<file path="src/rtl/pipelined_carry_adder.sv">
// pipelined_carry_adder: WIDTH-bit add/subtract split into STAGES ripple
// segments. Stage k resolves bits [k*SEG +: SEG] and passes its carry on.
// A single global advance moves or holds the whole pipeline. One beat per
// cycle is sustained while the consumer is ready.
module pipelined_carry_adder #(
  parameter int unsigned WIDTH  = 32,
  parameter int unsigned STAGES = 4
) (
  input  logic             clk,
  input  logic             rst,
  input  logic             in_valid,
  output logic             in_ready,
  input  logic [WIDTH-1:0] in1,
  input  logic [WIDTH-1:0] in2,
  input  logic             c_in,
  input  logic             sub,
  output logic             out_valid,
  input  logic             out_ready,
  output logic [WIDTH-1:0] sum,
  output logic             c_out,
  output logic             of
);

  localparam int unsigned SEG  = WIDTH / STAGES;
  localparam int unsigned SEGW = SEG + 1;
  localparam int unsigned LAST = STAGES - 1;

  // Per-stage pipeline registers: valid, operands, partial sum, carry
  logic             v_q [STAGES];
  logic             v_d [STAGES];
  logic [WIDTH-1:0] a_q [STAGES];
  logic [WIDTH-1:0] a_d [STAGES];
  logic [WIDTH-1:0] b_q [STAGES];
  logic [WIDTH-1:0] b_d [STAGES];
  logic [WIDTH-1:0] s_q [STAGES];
  logic [WIDTH-1:0] s_d [STAGES];
  logic             c_q [STAGES];
  logic             c_d [STAGES];
  logic             of_q;
  logic             of_d;

  // Source feeding each stage: the input port for stage 0, else the previous stage
  logic             prev_v [STAGES];
  logic [WIDTH-1:0] prev_a [STAGES];
  logic [WIDTH-1:0] prev_b [STAGES];
  logic [WIDTH-1:0] prev_s [STAGES];
  logic             prev_c [STAGES];

  logic adv;

  // Whole pipeline moves unless the output holds a beat the consumer refuses
  assign adv      = !v_q[LAST] || out_ready;
  assign in_ready = adv;

  // Result ports come straight from the last stage registers
  assign out_valid = v_q[LAST];
  assign sum       = s_q[LAST];
  assign c_out     = c_q[LAST];
  assign of        = of_q;

  // Select each stage's predecessor; subtraction inverts B and forces carry-in
  always_comb begin
    prev_v[0] = in_valid;
    prev_a[0] = in1;
    prev_b[0] = sub ? ~in2 : in2;
    prev_s[0] = '0;
    prev_c[0] = sub ? 1'b1 : c_in;
    for (int k = 1; k < STAGES; k++) begin
      prev_v[k] = v_q[k-1];
      prev_a[k] = a_q[k-1];
      prev_b[k] = b_q[k-1];
      prev_s[k] = s_q[k-1];
      prev_c[k] = c_q[k-1];
    end
  end

  // Next state: hold by default, on advance each stage ripples its own segment
  always_comb begin
    logic [SEG-1:0] a_seg;
    logic [SEG-1:0] b_seg;
    logic [SEG:0]   seg_r;
    logic           msb_cin;

    a_seg   = '0;
    b_seg   = '0;
    seg_r   = '0;
    msb_cin = 1'b0;
    of_d    = of_q;
    for (int k = 0; k < STAGES; k++) begin
      v_d[k] = v_q[k];
      a_d[k] = a_q[k];
      b_d[k] = b_q[k];
      s_d[k] = s_q[k];
      c_d[k] = c_q[k];
    end

    if (adv) begin
      for (int k = 0; k < STAGES; k++) begin
        a_seg   = prev_a[k][k*SEG +: SEG];
        b_seg   = prev_b[k][k*SEG +: SEG];
        seg_r   = {1'b0, a_seg} + {1'b0, b_seg} + SEGW'(prev_c[k]);
        // Carry into the segment's top bit, recovered from its sum bit
        msb_cin = seg_r[SEG-1] ^ a_seg[SEG-1] ^ b_seg[SEG-1];

        v_d[k] = prev_v[k];
        a_d[k] = prev_a[k];
        b_d[k] = prev_b[k];
        s_d[k] = prev_s[k];
        s_d[k][k*SEG +: SEG] = seg_r[SEG-1:0];
        c_d[k] = seg_r[SEG];
        if (k == LAST) begin
          of_d = msb_cin ^ seg_r[SEG];
        end
      end
    end
  end

  // Stage registers with synchronous reset that discards every in-flight beat
  always_ff @(posedge clk) begin
    if (rst) begin
      for (int k = 0; k < STAGES; k++) begin
        v_q[k] <= 1'b0;
        a_q[k] <= '0;
        b_q[k] <= '0;
        s_q[k] <= '0;
        c_q[k] <= 1'b0;
      end
      of_q <= 1'b0;
    end else begin
      for (int k = 0; k < STAGES; k++) begin
        v_q[k] <= v_d[k];
        a_q[k] <= a_d[k];
        b_q[k] <= b_d[k];
        s_q[k] <= s_d[k];
        c_q[k] <= c_d[k];
      end
      of_q <= of_d;
    end
  end

endmodule

</file>
<file path="config.mk">
export PLATFORM = sky130hd
export DESIGN_NAME = pipelined_carry_adder
export DESIGN_NICKNAME = d
export VERILOG_FILES = /design/src/rtl/pipelined_carry_adder.sv
export SDC_FILE = /design/constraint.sdc
export NUM_CORES = 1
export LEC_CHECK = 0
export ABC_AREA = 1
export CORE_MARGIN = 10
export CORE_UTILIZATION = 45
export CTS_BUF_LIST = sky130_fd_sc_hd__clkbuf_8
export CTS_CLUSTER_SIZE = 10
export DETAILED_ROUTE_END_ITERATION = 6
export GPL_ROUTABILITY_DRIVEN = 0
export PLACE_DENSITY = 0.77
export REMOVE_ABC_BUFFERS = 1
export SLEW_MARGIN = 10
export SYNTH_ARGS = -nofsm -noshare
export SYNTH_HDL_FRONTEND = slang
export SYNTH_SLANG_ARGS = --single-unit
</file>
<file path="constraint.sdc">
create_clock -name clk -period 2.8 [get_ports clk]
set_input_delay 0.7 -clock clk [delete_from_list [all_inputs] [get_ports clk]]
set_output_delay 0.7 -clock clk [all_outputs]
set_load 0.01 [all_outputs]
</file>
==> results.md <==
- The post-detailed-route via-to-cell ratio is approximately 4.9.
- In the layout the commonest cells are 237 x nor2_1, 185 x dfxtp_1, 180 x o21ai_0, 104 x clkdlybuf4s50_1, 75 x inv_1.
- Across every metal layer, demand over resource in global routing totals 0.138.
- Setup repair after global routing left no endpoint under its margin.
- Along the worst hold path, the cell count comes to 2.
- The pin count of the biggest net entering global routing is 143.
- After detailed routing, the average wire length per cell comes to around 12 microns.
- Before antenna repair, the detailed router went through 6 iterations.
- The data required time of the worst path is between 2 and 2.5 ns.
- The type of element launching the critical path is an input pin.
- The total power after layout is around 0.0056 W.
- Counting flops with a built-in enable in the synthesized netlist gives 0.
- The number of nets with antenna violations after detailed routing is 0.
- The placed wire-length estimate after detailed placement is around 11000 microns.
- The startpoint of the worst hold path is b_q[0][16].
- The number of slew-limit violations in the final report is 0.
- The die covers between 20000 and 25000 sq um.
- 0 antenna diodes ended up in the layout.
- The worst hold path terminates at b_q[0][48].
- The number of global-route vias before repair is 6079.
- The CTS tree is done.
- Hold repair after CTS inserted 0 buffers.
- The share of total power dissipated in sequential elements is 0.525.
- The cell sitting at the root of the clock tree is a clkbuf_8.
- Counting cells, the worst reg-to-reg path comes to 11.
- The ratio of cells with drive above 1 in the final layout is 0.0565.
- The cell-internal power is slightly above 0.004 W.
- The total number of yosys warnings is 0.
- The initial antenna violation count is 1.
- Leaving out fill and tap cells, the most frequent cell in the layout is nor2_1.
- At the later pin of the worst-skew pair, clock insertion delay measures 0.47 ns.
- The height of the die is 154 microns.
- The critical-path maximum fanout is 2.
- The leakage power of the design is between 4 and 5 nW.
- Of the total power, combinational logic draws 0.140.
- The analysis attributes to net switching a power of between 0.001 and 0.0015 W.
- Of the synthesized area, sequential elements account for 0.455.
- The run finished with clean final reports.
- STA classifies the critical path endpoint as an output port.
- Across the VDD grid, the largest voltage drop is 0.290 mV.
- The global-route wire length before repair is 28000 microns.
- In the synthesized netlist the dominant register cell turns out to be dfxtp_1.
- The layout has about 1700 filler cells.
- Across the routed clock network, the largest skew measured is 0.0141 ns.
- In this run, distinct cell masters in the synthesized netlist total 31.
- Setup slack on the worst reg-to-reg path comes out at roughly 0.9 ns.
- The number of setup violations in the final report is 0.
- The longest clock path from root to sink contains 2 buffers.
- dfxtp_1 takes more of the synthesized area than any other cell.
- After clock tree synthesis, the clock-pin slew on the worst setup and hold paths is 0.09 ns.
- For this run the aggregate overflow at the end of global routing stands at 0.
- Clock tree synthesis found a total of roughly 190 sinks.
- Buffers placed on the I/O ports in this run total ~110.
- The I/O pin total is 106.
- The post-synthesis to final-layout area growth is 19.0%.
- Across the run, the number of max-cap violations was 0.
- In this run the horizontal extent of the chip is about 150 microns.
- For the pin with the worst max-slew slack, the measured transition is 0.525 ns.
- Buffers added to address setup during post-CTS repair amount to 0.
- The final clock period utilization by the worst path is 0.952.
- Measured against its own limit, the worst slew margin works out to 0.650.
- The worst register-to-register path begins at c_q[1].
- The clock period could shrink to 2.67 ns.
- Derived from the worst setup path, the maximum achievable clock frequency is 375 MHz.
- The number of vias in the routed layout is about 6600.
- The total standard cell area after synthesis is roughly 8100 sq um.
- Synthesis produced a netlist whose cell count is between 1000 and 1500.
- After clock tree synthesis, the repair step resized 0 gates.
- The H-tree was split into 4 levels.
- The detailed-route wire length is between 15000 and 20000 microns.
- The number of design rule violations left after detail routing is 0.
- The average cell area after synthesis is just under 8 sq um.
- The fraction of synthesis flops using an asynchronous set or reset pin is 0.
- The worst register-to-register path ends at s_q[2][22].
- Counting the buffers created by CTS gives 17.
- Of the total power, the clock network draws 0.335.
- Of the post-synthesis cell area, the dominant cell type holds 0.455.
- The total number of placement rows is 49.
- Ranked by total cell area, the synthesized netlist is headed by dfxtp_1 46%, o21ai_0 11%, nor2_1 11%.
- Of the total power, the share spent switching nets is 0.260.
- The data arrival at the endpoint of the critical path is between 1.5 and 2 ns.
- Counting flops and latches in the post-synthesis netlist gives about 190.
- The count of final hold-check violations is 0.
- The effective utilization at floorplan is 0.454.
- The DRC violation total after the first TritonRoute iteration is 367.
- The final-stage net count is 1208.
- The worst hold path class is flop to flop.
- At the end of the flow the core is filled with cells to 0.541.
- The core box area is roughly 18000 sq um.
- Dividing total power by cell area gives a power density of just under 600 nW/um^2.
- The startpoint-to-endpoint class of the critical path is input pin to output port.
## sequential cells by signal, indices dropped and copies added (netlist names)
signal and flops:
c_q 4, of 1, a_q 48, b_q 48, v_q 4, s_q 80
## Yosys cell counts, drive strengths merged (12+ instances only)
cell / number
a21oi: 67
buf: 30
clkbuf: 34
dfxtp: 185
ha: 28
inv: 76
nand2: 73
nand3: 31
nor2: 238
o21ai: 183
o21bai: 12
xnor2: 26
xor2: 22
## stage by stage
stage / hold WS [ns] / setup WS, ns / area, sq um / cells / setup TNS (ns)
global route: 0.469 / 0.0940 / 9680 / 1344 / 0
finish: 0.443 / 0.134 / 9680 / 1344 / 0
floorplan: 0.422 / -1.49 / 7750 / 966 / -210.62
CTS: 0.446 / 0.105 / 9680 / 1344 / 0
detailed placement: 0.431 / -0.0347 / 9260 / 1312 / -0.0592
global placement: 0.427 / 0.0278 / 9260 / 1312 / 0
## cells by family after synthesis
kind of cell,synth area share
AOI/OAI and AO/OA,0.172
xor gates and xnor gates,0.0517
adders and majority gates,0.0628
buffers and inverters,0.0820
DFF,0.455
and+or+nand+nor,0.176
## per-layer routing
layer | vias up | track usage | routed length, microns
met2 | 133 | 0.219 | 7430
li1 | 3473 | - | -
met5 | - | 0 | 13
met3 | 20 | 0.0535 | 1200
met4 | 2 | 0.0468 | 207
met1 | 2936 | 0.168 | 7820
## worst max path at each step
stage / startpoint / to / slack (ns) / depth (start not counted)
final: out_ready / in_ready / 0.13 / 4
after global routing: out_ready / in_ready / 0.09 / 4
after CTS: out_ready / in_ready / 0.10 / 4
after detailed placement: in2[0] / c_q[0] / -0.03 / 14
after global placement: in2[0] / c_q[0] / 0.03 / 14
after floorplan: out_ready / s_q[0][6] / -1.49 / 5
## power groups by stage
stage          clock (W)  combinational [W]  sequential, W
3_3_place_gp           0           0.000766        0.00299
2_1_floorplan          0           0.000476        0.00299
4_1_cts          0.00193           0.000793        0.00294
5_1_grt          0.00204           0.000896        0.00297
6_report         0.00187           0.000783        0.00294
3_5_place_dp           0           0.000788        0.00300
## final cells by class
type / instances / area, sq um / area share
tap: 229 / 287 / 0.0296
multi-input combinational: 705 / 3760 / 0.389
timing repair buffer: 117 / 1210 / 0.125
clock buffer: 18 / 248 / 0.0256
clock inverter: 14 / 173 / 0.0178
sequential: 185 / 3700 / 0.383
inverter: 76 / 293 / 0.0303
## critical path: stages
cell and delay (ns):
clkdlybuf4s50_1 0.50, nor2_4 0.07, inv_6 0.08, clkdlybuf4s50_1 0.60
Note: power is estimated with default switching activity, not from simulation.
